$ cat config.mk
export PLATFORM = sky130hd
export DESIGN_NAME = sd2pwm_multi
export DESIGN_NICKNAME = d
export VERILOG_FILES = /design/src/rtl/sd2pwm_multi.sv
export SDC_FILE = /design/constraint.sdc
export NUM_CORES = 1
export LEC_CHECK = 0
export CAP_MARGIN = 20
export CORE_MARGIN = 10
export CORE_UTILIZATION = 30
export CTS_CLUSTER_SIZE = 30
export DETAILED_ROUTE_END_ITERATION = 12
export PLACE_DENSITY = 0.51
export REMOVE_ABC_BUFFERS = 1
export SLEW_MARGIN = 20
export SYNTH_ARGS = -nofsm -noshare
export SYNTH_HDL_FRONTEND = slang
export SYNTH_SLANG_ARGS = --single-unit
$ cat constraint.sdc
create_clock -name clk -period 5.1 [get_ports clk]
set_input_delay 1.02 -clock clk [delete_from_list [all_inputs] [get_ports clk]]
set_output_delay 1.02 -clock clk [all_outputs]
set_load 0.1 [all_outputs]
$ cat src/rtl/sd2pwm_multi.sv
// sd2pwm_multi
// Converts NCH independent sigma-delta bitstreams into PWM outputs. Each
// channel works as a second-order loop:
//   int1 integrates the incoming bitstream (+1/-1 per edge),
//   int2 integrates the channel's own PWM output (+1/-1 per edge),
//   err  is the registered difference int1 - int2,
//   pwm  comes from a hysteresis comparator on err.
// Both integrators saturate symmetrically. A sticky per-channel flag records
// that clipping occurred.
//
// Ports:
//   clk      - single clock; all state changes on the rising edge
//   rst_n    - synchronous active-low reset; overrides every other control
//   en       - advance enable; when low, all channel state holds
//   clr      - synchronous clear of int1/int2/err/pwm (sat flags untouched)
//   sat_clr  - synchronous clear of the sticky saturation flags
//   sd_bs    - one bitstream bit per channel (1 = +1, 0 = -1)
//   pwm      - registered PWM output per channel
//   sat      - registered sticky saturation flag per channel
module sd2pwm_multi #(
  parameter int NCH    = 2,
  parameter int WIDTH  = 16,
  parameter int THRESH = 32,
  parameter int HYST   = 4
) (
  input  logic           clk,
  input  logic           rst_n,
  input  logic           en,
  input  logic           clr,
  input  logic           sat_clr,
  input  logic [NCH-1:0] sd_bs,
  output logic [NCH-1:0] pwm,
  output logic [NCH-1:0] sat
);

  // One extra bit holds both the unclipped integrator sums and the
  // int1 - int2 difference without overflow.
  localparam int EW = WIDTH + 1;

  // Symmetric clip limits: the most negative WIDTH-bit code is never produced.
  localparam logic signed [EW-1:0] SAT_MAX = {2'b00, {(WIDTH-1){1'b1}}};
  localparam logic signed [EW-1:0] SAT_MIN = -SAT_MAX;

  localparam logic signed [EW-1:0] STEP_UP = {{(EW-1){1'b0}}, 1'b1};
  localparam logic signed [EW-1:0] STEP_DN = {EW{1'b1}};

  // Comparator band edges, sign-extended to the error width.
  localparam logic signed [EW-1:0] TH_HI = EW'(THRESH + HYST);
  localparam logic signed [EW-1:0] TH_LO = EW'(THRESH - HYST);

  logic signed [WIDTH-1:0] int1_q [NCH];
  logic signed [WIDTH-1:0] int1_d [NCH];
  logic signed [WIDTH-1:0] int2_q [NCH];
  logic signed [WIDTH-1:0] int2_d [NCH];
  logic signed [EW-1:0]    err_q  [NCH];
  logic signed [EW-1:0]    err_d  [NCH];
  logic [NCH-1:0]          pwm_q, pwm_d;
  logic [NCH-1:0]          sat_q, sat_d;

  logic signed [EW-1:0]    sum1   [NCH];
  logic signed [EW-1:0]    sum2   [NCH];
  logic signed [EW-1:0]    lim1   [NCH];
  logic signed [EW-1:0]    lim2   [NCH];
  logic signed [EW-1:0]    diff   [NCH];
  logic [NCH-1:0]          clip1, clip2;

  // Per-channel datapath: widened sums, clipping, difference and the
  // hysteresis comparator. Channels share nothing but the control inputs.
  always_comb begin
    int1_d = int1_q;
    int2_d = int2_q;
    err_d  = err_q;
    pwm_d  = pwm_q;
    sat_d  = sat_q;
    clip1  = '0;
    clip2  = '0;
    for (int i = 0; i < NCH; i++) begin
      sum1[i] = {int1_q[i][WIDTH-1], int1_q[i]} + (sd_bs[i] ? STEP_UP : STEP_DN);
      sum2[i] = {int2_q[i][WIDTH-1], int2_q[i]} + (pwm_q[i] ? STEP_UP : STEP_DN);
      diff[i] = {int1_q[i][WIDTH-1], int1_q[i]} - {int2_q[i][WIDTH-1], int2_q[i]};

      lim1[i] = sum1[i];
      if (sum1[i] > SAT_MAX) begin
        lim1[i]  = SAT_MAX;
        clip1[i] = 1'b1;
      end else if (sum1[i] < SAT_MIN) begin
        lim1[i]  = SAT_MIN;
        clip1[i] = 1'b1;
      end

      lim2[i] = sum2[i];
      if (sum2[i] > SAT_MAX) begin
        lim2[i]  = SAT_MAX;
        clip2[i] = 1'b1;
      end else if (sum2[i] < SAT_MIN) begin
        lim2[i]  = SAT_MIN;
        clip2[i] = 1'b1;
      end

      if (clr) begin
        int1_d[i] = '0;
        int2_d[i] = '0;
        err_d[i]  = '0;
        pwm_d[i]  = 1'b0;
      end else if (en) begin
        int1_d[i] = lim1[i][WIDTH-1:0];
        int2_d[i] = lim2[i][WIDTH-1:0];
        err_d[i]  = diff[i];
        if (err_q[i] > TH_HI) begin
          pwm_d[i] = 1'b1;
        end else if (err_q[i] < TH_LO) begin
          pwm_d[i] = 1'b0;
        end
      end

      // A clip on this edge beats a simultaneous flag clear.
      if (sat_clr) begin
        sat_d[i] = 1'b0;
      end
      if (en && !clr && (clip1[i] || clip2[i])) begin
        sat_d[i] = 1'b1;
      end
    end
  end

  // State register; reset wins over every other control.
  always_ff @(posedge clk) begin
    if (!rst_n) begin
      for (int i = 0; i < NCH; i++) begin
        int1_q[i] <= '0;
        int2_q[i] <= '0;
        err_q[i]  <= '0;
      end
      pwm_q <= '0;
      sat_q <= '0;
    end else begin
      int1_q <= int1_d;
      int2_q <= int2_d;
      err_q  <= err_d;
      pwm_q  <= pwm_d;
      sat_q  <= sat_d;
    end
  end

  assign pwm = pwm_q;
  assign sat = sat_q;

endmodule

==> summary.txt <==
Clock tree
  • CTS tree: done
  • CTS Sinks: 102
  • Number of post-CTS setup repair buffers: 0
  • Total CTS buffers: 9
  • Hold buffer count at CTS: 0
  • Clock Root Buffer: clkbuf_16
  • Htree depth: 3
  • CTS clock-pin slew for the worst setup and hold paths: 0.07 ns
  • Cts repair resizes: 0
  • CTS max path bufs: 2
  • Clock Latency Late Sink: 0.36 ns

Job
  • Max Cap Violations: 0

Logic synthesis
  • Number of flops mapped to enable cells by yosys: 0
  • Synth cell types: 84
  • Register bit total from synthesis: 102
  • Mean post-synth cell area: 7.91 um2
  • Synth Cell Area: 0.00900 mm2
  • Post-synth ARST share: 0%
  • Seq/Total Area, Yosys: 22.7%
  • Post-synthesis instance total: 1,137
  • Prevailing post-synth register cell: dfxtp_1
  • Synth warn: 0

Worst setup path
  • Cell count of the worst reg-to-reg path: 12
  • Worst Path Max Fanout: 15
  • Worst EP arrival: 4.72 ns
  • Reg2reg setup slack: 0.94 ns
  • WS Path Type: in2reg
  • Crit path launch type: primary input
  • Crit Reg-Reg Startpoint: pwm[0]
  • CP max stage cell: clkdlybuf4s50_1
  • FF-to-FF End: int2_q[18]
  • Worst-path cell chain: clkdlybuf4s50_1, inv_1, ha_1, a21oi_1, o21ai_0, a221o_1, and3_1, or2_2, nor4_1, a41oi_1, o21ai_2, o221a_2
  • Crit path from: sd_bs[0]
  • End of the critical path: int1_q[20]
  • Crit-path max cell delay: 0.45 ns
  • Critical path required time: 5.39 ns
  • CP Capture Type: register

Finish
  • FF/Latch Area: 0.00204 mm2
  • Area delta synth->final: 9.32%
  • Filler cells: 3,233
  • Post-layout util: 33.2%
  • Layout cells sized above 1: 7.02%
  • # diodes: 0
  • Final nets: 1,243
  • Multi-input gate area: 0.00655 mm2

STA
  • Period utilization: 86.7%
  • Setup TNS Final: 0 ns
  • Fin crit period: 4.42 ns
  • Worst slew pin tran: 0.981 ns
  • Max Fclk: 226 MHz
  • Slew HR: 34.4%
  • RSZ-0062 raised after global routing: false
  • Hold Fails Final Rpt: 0
  • Slew Limit Fails: 0
  • Count of final setup violators: 0
  • Clk_skew: 0.00792 ns

Routing
  • Iteration-0 DRC Markers: 324
  • Total number of vias: 8,153
  • WL final: 23,100 um
  • WL/cell: 15.1 um
  • Pre-antenna DRT Iters: 4
  • Final ANT Viol Nets: 0
  • Routed vias/inst: 5.33
  • Drc violations: 0

Global routing
  • Total congestion overflow: 0
  • Number of global-route vias before repair: 7,904
  • Total global-route track usage: 12.3%
  • First-pass GRT wire length: 38,600 um
  • Initial antenna violation count: 0
  • Largest net degree at the start of global routing: 55

Placement
  • GPL Wtd Cong: 0.828
  • # port buffers: 10
  • Detailed placement HPWL: 17,700 um

Floorplan
  • Die ar.: 0.0373 mm2
  • Die height: 193 um
  • Die W: 193 um
  • Core footprint: 0.0296 mm2
  • Num rows: 63
  • Starting density of the core: 30.4%
  • Ports: 11

Min path
  • Worst hold path class: reg2reg
  • Hold path start: err_q[27]

Pwr
  • Leakage: 3.97 nW
  • Pwr Density: 352 mW/mm2
  • Worst IR Drop VDD: 0.188 mV

Outcome
  • Status: finished clean
synth_stat cells, types with 6 or more instances:
cell      instances  share of area [%]
a211o_1           6               0.58
a211oi_1         20                1.7
a21o_1           21                1.8
a21oi_1          93                5.2
a221oi_1         11                1.1
a31oi_1          15                1.0
and3_1           12               0.83
buf_1             6               0.25
clkbuf_1         27                1.1
dfxtp_1         102                 23
fa_1              6                1.3
ha_1             96                 13
inv_1            71                3.0
maj3_1           10                1.1
mux2i_1          15                1.7
nand2_1          66                2.8
nand2b_1         18                1.3
nand3_1          32                1.8
nand4_1          13               0.90
nor2_1           96                4.0
nor2b_1          26                1.8
nor3_1           29                1.6
nor4_1           16                1.1
o211ai_1         11               0.92
o21a_1           19                1.6
o21ai_0          78                4.3
o221a_2          18                2.3
o31ai_1          10               0.83
or2_2             8               0.56
or3_1            20                1.4
xnor2_1          34                3.3
xor2_1           17                1.7
cell usage in the layout (no fill, tap or decap), types with 11 or more instances in the layout:
cell and n:
dfxtp_1 102, nor2_1 96, ha_1 96, a21oi_1 93
o21ai_0 78, inv_1 71, nand2_1 66, xnor2_1 34
nand3_1 32, nor3_1 29, nor2b_1 25, a21o_1 21
or3_1 20, a211oi_1 20, o21a_1 19, o221a_2 18
nand2b_1 17, xor2_1 17, nor4_1 16, mux2i_1 15
a31oi_1 15, buf_4 14, nand4_1 13, and3_1 12
o211ai_1 11, a221oi_1 11
worst max-delay path, delay by kind of cell:
kind	cells	cell delay, ns
compound gates	6	1.58
buf+inv	2	0.88
simple gates	3	0.83
fa+ha+maj	1	0.41
metal layers:
metal | up-vias | global-route usage [%] | routed length (um)
li1 | 4274 | - | -
met2 | 51 | 21.9 | 11300
met1 | 3813 | 15.7 | 11300
met5 | - | 0 | 0
met4 | 0 | 1.75 | 162
met3 | 15 | 1.85 | 369
cell type report:
class | count | area share (%)
Inverter | 71 | 2.71
Sequential cell | 102 | 20.8
Clock buffer | 9 | 2.29
Clock inverter | 7 | 0.738
Multi-Input combinational cell | 927 | 66.6
Timing Repair Buffer | 23 | 1.98
Tap cell | 390 | 4.96
worst min-delay path by stage:
stage | cells after the start | to
after floorplan | 2 | err_q[27]
after global placement | 2 | err_q[27]
after detailed placement | 2 | err_q[27]
after CTS | 2 | err_q[27]
after global routing | 2 | err_q[12]
final | 2 | err_q[27]
through the flow:
step	std cells	worst slack (ns)	power (W)	hold WS (ns)	instance area, um2
after floorplan	1100	0.843	0.00237	0.441	8840
after global placement	1513	0.395	0.00278	0.453	9540
after detailed placement	1513	0.317	0.00278	0.455	9540
after CTS	1529	0.685	0.00350	0.466	9830
after global routing	1529	0.357	0.00377	0.500	9830
final	1529	0.677	0.00347	0.464	9830
registers in the layout (all words and copies together) (netlist names):
register	count
pwm	2
int2_q	32
int1_q	32
sat	2
err_q	34
power breakdown:
group / internal, W / switching (W)
logic: 0.000775 / 0.00106
clock network: 0.000382 / 0.000319
registers: 0.000868 / 0.0000614
total: 0.00202 / 0.00144
kinds of logic (layout without fill, tap and decap cells):
family / after synthesis / after routing / share of synthesized area, %
AO/OA/AOI/OAI: 378 / 378 / 28.9
AND/OR/NAND/NOR: 367 / 367 / 20.8
adder cells (fa/ha/maj): 112 / 112 / 15.8
buffers and inverters: 108 / 110 / 4.66
flip-flops: 102 / 102 / 22.7
XOR/XNOR: 51 / 51 / 4.97
multiplexers: 19 / 19 / 2.17
Note: power is estimated with default switching activity, not from simulation.
